File: src/rtl/regs_wport_arbiter.sv
// Write-port and read-address arbiter for the pMIPS 8-entry register file.
// Clears r1..r7 after reset, then arbitrates CPU writeback against a host loader.
module regs_wport_arbiter #(
    parameter int n       = 8,
    parameter int MAXWAIT = 4
) (
    input  logic         clk,
    input  logic         reset,
    input  logic         cpu_w,
    input  logic [2:0]   cpu_waddr,
    input  logic [n-1:0] cpu_wdata,
    input  logic [2:0]   cpu_raddr1,
    input  logic [2:0]   cpu_raddr2,
    input  logic         host_req,
    input  logic [2:0]   host_addr,
    input  logic [n-1:0] host_data,
    output logic         host_ack,
    output logic         stall,
    output logic         busy,
    output logic         w,
    output logic [n-1:0] Wdata,
    output logic [2:0]   Raddr1,
    output logic [2:0]   Raddr2
);

    typedef enum logic {
        CLEAR = 1'b0,
        RUN   = 1'b1
    } state_t;

    localparam logic [3:0] MAXWAIT_W = 4'(MAXWAIT);
    localparam logic [3:0] WCNT_MAX  = 4'd15;

    state_t     state_reg, state_next;
    logic [2:0] ccnt_reg, ccnt_next;
    logic [3:0] wcnt_reg, wcnt_next;

    logic       force_host;
    logic       host_grant;
    logic       cpu_grant;

    assign force_host = host_req && (wcnt_reg >= MAXWAIT_W);

    // Grant and register-file port muxing. Reset is honoured combinationally
    // so that no write or ack escapes during the cycle reset is asserted.
    always_comb begin
        busy       = 1'b0;
        stall      = 1'b0;
        host_ack   = 1'b0;
        w          = 1'b0;
        Wdata      = cpu_wdata;
        Raddr1     = cpu_raddr1;
        Raddr2     = cpu_raddr2;
        host_grant = 1'b0;
        cpu_grant  = 1'b0;

        if (reset) begin
            busy   = 1'b1;
            stall  = 1'b1;
            Wdata  = '0;
            Raddr1 = 3'd0;
            Raddr2 = 3'd0;
        end else if (state_reg == CLEAR) begin
            busy   = 1'b1;
            stall  = 1'b1;
            w      = 1'b1;
            Wdata  = '0;
            Raddr1 = 3'd0;
            Raddr2 = ccnt_reg;
        end else begin
            if (force_host) begin
                host_grant = 1'b1;
                stall      = 1'b1;
            end else if (cpu_w) begin
                cpu_grant  = 1'b1;
            end else if (host_req) begin
                host_grant = 1'b1;
            end

            // r0 is hardwired zero: the grant is consumed but nothing is written.
            if (host_grant) begin
                host_ack = 1'b1;
                Raddr2   = host_addr;
                Wdata    = host_data;
                w        = (host_addr != 3'd0);
            end else if (cpu_grant) begin
                Raddr2   = cpu_waddr;
                Wdata    = cpu_wdata;
                w        = (cpu_waddr != 3'd0);
            end
        end
    end

    always_comb begin
        state_next = state_reg;
        ccnt_next  = ccnt_reg;

        if (state_reg == CLEAR) begin
            if (ccnt_reg == 3'd7) begin
                state_next = RUN;
            end else begin
                ccnt_next = ccnt_reg + 3'd1;
            end
        end

        if (!host_req || host_ack) begin
            wcnt_next = 4'd0;
        end else if (wcnt_reg != WCNT_MAX) begin
            wcnt_next = wcnt_reg + 4'd1;
        end else begin
            wcnt_next = wcnt_reg;
        end
    end

    always_ff @(posedge clk) begin
        if (reset) begin
            state_reg <= CLEAR;
            ccnt_reg  <= 3'd1;
            wcnt_reg  <= 4'd0;
        end else begin
            state_reg <= state_next;
            ccnt_reg  <= ccnt_next;
            wcnt_reg  <= wcnt_next;
        end
    end

endmodule

File: config.mk
export PLATFORM = sky130hd
export DESIGN_NAME = regs_wport_arbiter
export DESIGN_NICKNAME = d
export VERILOG_FILES = /design/src/rtl/regs_wport_arbiter.sv
export SDC_FILE = /design/constraint.sdc
export NUM_CORES = 1
export LEC_CHECK = 0
export BUFFER_PORTS_ARGS = -buffer_cell sky130_fd_sc_hd__buf_2
export CORE_MARGIN = 4
export CORE_UTILIZATION = 44
export CTS_BUF_LIST = sky130_fd_sc_hd__clkbuf_8
export DETAILED_ROUTE_END_ITERATION = 8
export GPL_ROUTABILITY_DRIVEN = 0
export PLACE_DENSITY = 0.86
export SKIP_CTS_REPAIR_TIMING = 1
export SLEW_MARGIN = 20
export SYNTH_ARGS = -nofsm -noshare
export SYNTH_HDL_FRONTEND = slang
export SYNTH_SLANG_ARGS = --single-unit
export TNS_END_PERCENT = 5
File: constraint.sdc
create_clock -name clk -period 4.09 [get_ports clk]
set_input_delay 0.2045 -clock clk [delete_from_list [all_inputs] [get_ports clk]]
set_output_delay 0.2045 -clock clk [all_outputs]
set_load 0.03 [all_outputs]
==> results.json, run 1 <==
{
  "status": "finished, final reports clean",
  "r2r_start": "wcnt_reg[2]$_SDFFE_PP0P_",
  "min_to": "ccnt_reg[2]$_SDFFE_PP0P_",
  "grt_usage": 0.1932,
  "via_count": 877,
  "grt_overflow": 0,
  "antenna_found_initial": 0,
  "fin_nets": 177,
  "ant_nets": 0,
  "cts_tree": "built",
  "hpwl_um": 1636,
  "rr_worst_depth": 3,
  "diodes": 0,
  "timing_hold_violations_final": 0,
  "slowest_delay_ns": 0.51,
  "area_growth_pct": 42.25,
  "firstDrtPassIters": 5,
  "clkLatencyLatePin_ns": 0.23,
  "synthCells": 94,
  "n_fill_cell": 122,
  "yosysWarnings": 0,
  "tightestPinTransition_ns": 0.5964,
  "detail_route.vias_per_cell": 5.658,
  "critPathKind": "reg2out",
  "tns_ns": 0,
  "holdPathStages": 2,
  "grt_pass1_wl_um": 3153,
  "cap_viol_max_count": 0,
  "drv_slew": 0,
  "drt_wl_total_um": 2117,
  "synthesis.nets": 129,
  "hold_path.class": "in2reg",
  "setup_violations": 0,
  "cp_max_fo": 11,
  "final_cell_mix": "buf_2, o21ai_0, nand3_1, a21oi_1, dfxtp_1",
  "path_cells": "nor2b_1 > clkinv_1 > nor3_1 > buf_2",
  "drive_above_1_share": 0.4071,
  "peakVddDrop_mv": 0.4550,
  "rows": 13,
  "end_kind": "primary output",
  "wl_per_cell_um": 13.66,
  "r2r_setup_slack_ns": 2.47,
  "clockBufferDepth": 2,
  "start_util": 0.4905,
  "layout_commonest_cell": "buf_2",
  "core_area_mm2": 0.001383,
  "start_kind": "flip-flop",
  "clock_sinks": 8,
  "ios": 50,
  "die_w_um": 47.26,
  "finClkSkew_ns": 0.008810,
  "largest_register_ffs": 4,
  "finalPower_w": 0.0003470,
  "die_area_mm2": 0.002234,
  "ys_seq_area_frac": 0.2362,
  "p_per_area_mw_per_mm2": 359.7,
  "critPathRequiredTime_ns": 3.89,
  "r2r-end": "wcnt_reg[3]$_SDFFE_PP0P_",
  "cp.arrival_ns": 1.91,
  "cts_root_buf": "clkbuf_8",
  "crit_slowest_cell": "dfxtp_1",
  "cts_buffers": 3,
  "synth_seq_cells": 8,
  "drt_iter0_markers": 22,
  "synth.distinct_cells": 29,
  "clk_pin_slew_worst_paths_ns": 0.04,
  "chipHeight_um": 47.26,
  "cellLeakagePower_nw": 0.4703,
  "htree_num_levels": 1,
  "rsz0062_at_grt": "no",
  "min_from": "reset",
  "min_period_ns": 2.110,
  "grt_max_degree": 15,
  "netlist_area_um2": 678.2,
  "place.port_buffers": 49,
  "synth_area_per_cell_um2": 7.214,
  "max_freq_mhz": 473.9,
  "period_share": 0.5159,
  "max-slew-margin-rel": 0.6006,
  "grt_pass1_vias": 781,
  "drc": 0
}
-- worst max-delay path by stage --
stage / startpoint / to
final: state_reg$_SDFF_PP0_ / host_ack
after global routing: state_reg$_SDFF_PP0_ / host_ack
after CTS: wcnt_reg[2]$_SDFFE_PP0P_ / Raddr2[0]
after detailed placement: wcnt_reg[2]$_SDFFE_PP0P_ / Raddr2[2]
after global placement: wcnt_reg[2]$_SDFFE_PP0P_ / Raddr2[1]
after floorplan: reset / host_ack
-- synth_stat cells, drive strengths merged --
cell type	number	share of area
clkinv	1	0.0055
a22oi	2	0.022
mux2i	1	0.015
nor2b	1	0.0092
a21oi	10	0.074
dfxtp	8	0.24
o21bai	2	0.022
nor3b	2	0.022
nand3b	1	0.011
a31oi	4	0.037
o311ai	2	0.026
nand2	3	0.017
nor3	3	0.030
nand2b	2	0.018
or3b	1	0.013
clkbuf	4	0.022
xnor2	2	0.026
and2	3	0.028
mux2	3	0.050
ha	3	0.055
o32ai	1	0.013
nor2	6	0.033
a211o	1	0.013
buf	2	0.013
nand3	12	0.089
o21ai	13	0.096
inv	1	0.0055
-- critical path, delay by kind of cell (launching register included) --
| kind | cells | cell delay, ns |
|---|---|---|
| buffers and inverters | 2 | 0.56 |
| DFF | 1 | 0.51 |
| and+or+nand+nor | 2 | 0.61 |
-- layer usage --
layer  vias to the layer above  track usage  wire length, um
li1                        444            -                -
met1                       388       0.2686              868
met2                        45       0.2861             1025
met3                         0      0.05747              223
met4                         0      0.05525                0
met5                         -            0                0
-- report_power, final --
group / internal, W / total, W / switching (W) / leakage (nW)
Sequential: 0.0000950 / 0.000112 / 0.0000173 / 0.0656
Clock: 0.0000636 / 0.0000926 / 0.0000290 / 0.0216
Combinational: 0.0000567 / 0.000142 / 0.0000854 / 0.383
Total: 0.000215 / 0.000347 / 0.000132 / 0.470
-- final cells by class --
cell class,count,area [um^2],share of cell area
Tap cell,15,18.77,0.01946
Timing Repair Buffer,49,245.2,0.2542
Sequential cell,8,160.2,0.1660
Inverter,2,7.507,0.007782
Clock buffer,3,41.29,0.04280
Multi-Input combinational cell,78,491.7,0.5097
-- per-stage QoR --
stage                       util  std cells  worst slack, ns  instance area [um^2]  hold slack, ns
after floorplan                -         94            2.067                 678.2          0.4707
after global placement    0.6643        152            2.031                 918.4          0.4853
after detailed placement  0.6643        152            2.010                 918.4          0.4867
after CTS                 0.6941        155            1.768                 959.7          0.2506
after global routing      0.6977        155            1.883                 964.7          0.2647
final                     0.6977        155            1.980                 964.7          0.2593
-- cell families after synthesis --
group / share of synthesized area
fa+ha+maj: 0.05536
buf+inv: 0.04610
xor+xnor: 0.02583
mux: 0.06457
simple gates: 0.2694
compound gates: 0.3026
flops: 0.2362
Note: power is estimated with default switching activity, not from simulation.
==> run 2: changes to the inputs <==
- CORE_UTILIZATION: 44 -> 41
- PLACE_DENSITY: 0.86 -> 0.81
- clock period: 4.09 -> 2 ns (I/O delays scaled with it)
==> run 2 against run 1 <==
- clock power increased by 110%
- clock-buffer cell count unchanged
- critical path depth unchanged
- first-iteration DRC count decreased by 36%
- worst setup slack got worse by 1.8 ns
- final area increased by 0.39%
- non-clock buffer count increased by 1
==> results.json, run 2 (synthesis gave the netlist of run 1 again) <==
{
  "cts_tree": "built",
  "min_period_ns": 1.825,
  "wl_per_cell_um": 13.92,
  "finClkSkew_ns": 0.001872,
  "drc": 0,
  "cts_buffers": 3,
  "status": "finished, final reports clean",
  "largest_register_ffs": 4,
  "multi_input_area_um2": 486.7,
  "cellLeakagePower_nw": 0.4719,
  "max-slew-margin-rel": 0.7241,
  "finalInstanceArea_um2": 968.4,
  "clock_sinks": 8,
  "via_count": 888,
  "dpl_cell_area_um2": 927.1,
  "end_kind": "primary output",
  "timing_hold_violations_final": 0,
  "rows": 14,
  "grt_overflow": 0,
  "rsz0062_at_grt": "no",
  "n_fill_cell": 142,
  "cts_root_buf": "clkbuf_8",
  "tns_ns": 0,
  "ios": 50,
  "cp_max_fo": 11,
  "critPathRequiredTime_ns": 1.90,
  "firstDrtPassIters": 4,
  "diodes": 0,
  "start_util": 0.4399,
  "cap_viol_max_count": 0,
  "drt_iter0_markers": 14,
  "drt_wl_total_um": 2185,
  "final_cell_mix": "buf_2, o21ai_0, nand3_1, a21oi_1, dfxtp_1",
  "clkLatencyLatePin_ns": 0.22,
  "seqCellArea_um2": 160.2,
  "antenna_found_initial": 0,
  "grt_max_degree": 15,
  "clk_pin_slew_worst_paths_ns": 0.04,
  "p_per_area_mw_per_mm2": 726.4,
  "rr_worst_depth": 3,
  "chipHeight_um": 48.67,
  "drive_above_1_share": 0.4113,
  "setup_violations": 0,
  "detail_route.vias_per_cell": 5.656,
  "fin_nets": 178,
  "holdPathStages": 2,
  "grt_pass1_vias": 811,
  "critPathKind": "reg2out",
  "final_util": 0.6282,
  "start_kind": "flip-flop",
  "hpwl_um": 1733,
  "peakVddDrop_mv": 0.6489,
  "tightestPinTransition_ns": 0.4086,
  "htree_num_levels": 1,
  "grt_pass1_wl_um": 3463,
  "place.port_buffers": 49,
  "drv_slew": 0,
  "grt_usage": 0.1750,
  "area_growth_pct": 42.80,
  "cp.arrival_ns": 1.72,
  "hold_path.class": "in2reg",
  "clockBufferDepth": 2,
  "max_freq_mhz": 548.0,
  "period_share": 0.9124,
  "ant_nets": 0,
  "die_w_um": 48.67,
  "die_area_mm2": 0.002369,
  "layout_commonest_cell": "buf_2",
  "core_area_mm2": 0.001541
}
run 2: path summary, 6_finish.rpt:
path	start	end	slack, ns
max	state_reg$_SDFF_PP0_	Raddr2[1]	0.18
min	reset	ccnt_reg[2]$_SDFFE_PP0P_	0.16
max reg2reg	wcnt_reg[2]$_SDFFE_PP0P_	wcnt_reg[3]$_SDFFE_PP0P_	0.37
min reg2reg	ccnt_reg[2]$_SDFFE_PP0P_	ccnt_reg[2]$_SDFFE_PP0P_	0.51
run 2: power by group:
group	internal (W)	switching (W)	total [W]
clock	0.000130	0.0000604	0.000190
combinational	0.000114	0.000170	0.000284
sequential	0.000194	0.0000346	0.000229
total	0.000438	0.000265	0.000703
run 2: metal layers:
metal	wire length [um]	vias up	track usage	share of wire
li1	-	447	-	-
met1	858	401	0.1933	0.39
met2	1123	38	0.3087	0.51
met3	182	2	0.04294	0.083
met4	20	0	0.08072	0.0092
met5	0	-	0	0
run 2: area by class of cell:
cell class                      instances  area share
Multi-Input combinational cell         78      0.5026
Timing Repair Buffer                   50      0.2610
Clock buffer                            3     0.04264
Inverter                                2    0.007752
Sequential cell                         8      0.1654
Tap cell                               16     0.02067
run 2: metrics by stage:
stage               std cells  setup WS (ns)   power, W  hold slack (ns)
global placement          154         0.3919  0.0005027           0.3779
floorplan                  94         0.1441  0.0004221           0.3886
detailed placement        154         0.3066  0.0005129           0.3839
CTS                       157        0.05867  0.0007088           0.1490
finish                    157         0.1752  0.0007034           0.1600
global route              157        0.01099  0.0007521           0.1805
run 2: critical path, stage by stage (launching register included):
cell and delay, ns:
dfxtp_1 0.49, nor2b_1 0.37, o21ai_0 0.15, o32ai_1 0.24, buf_2 0.25
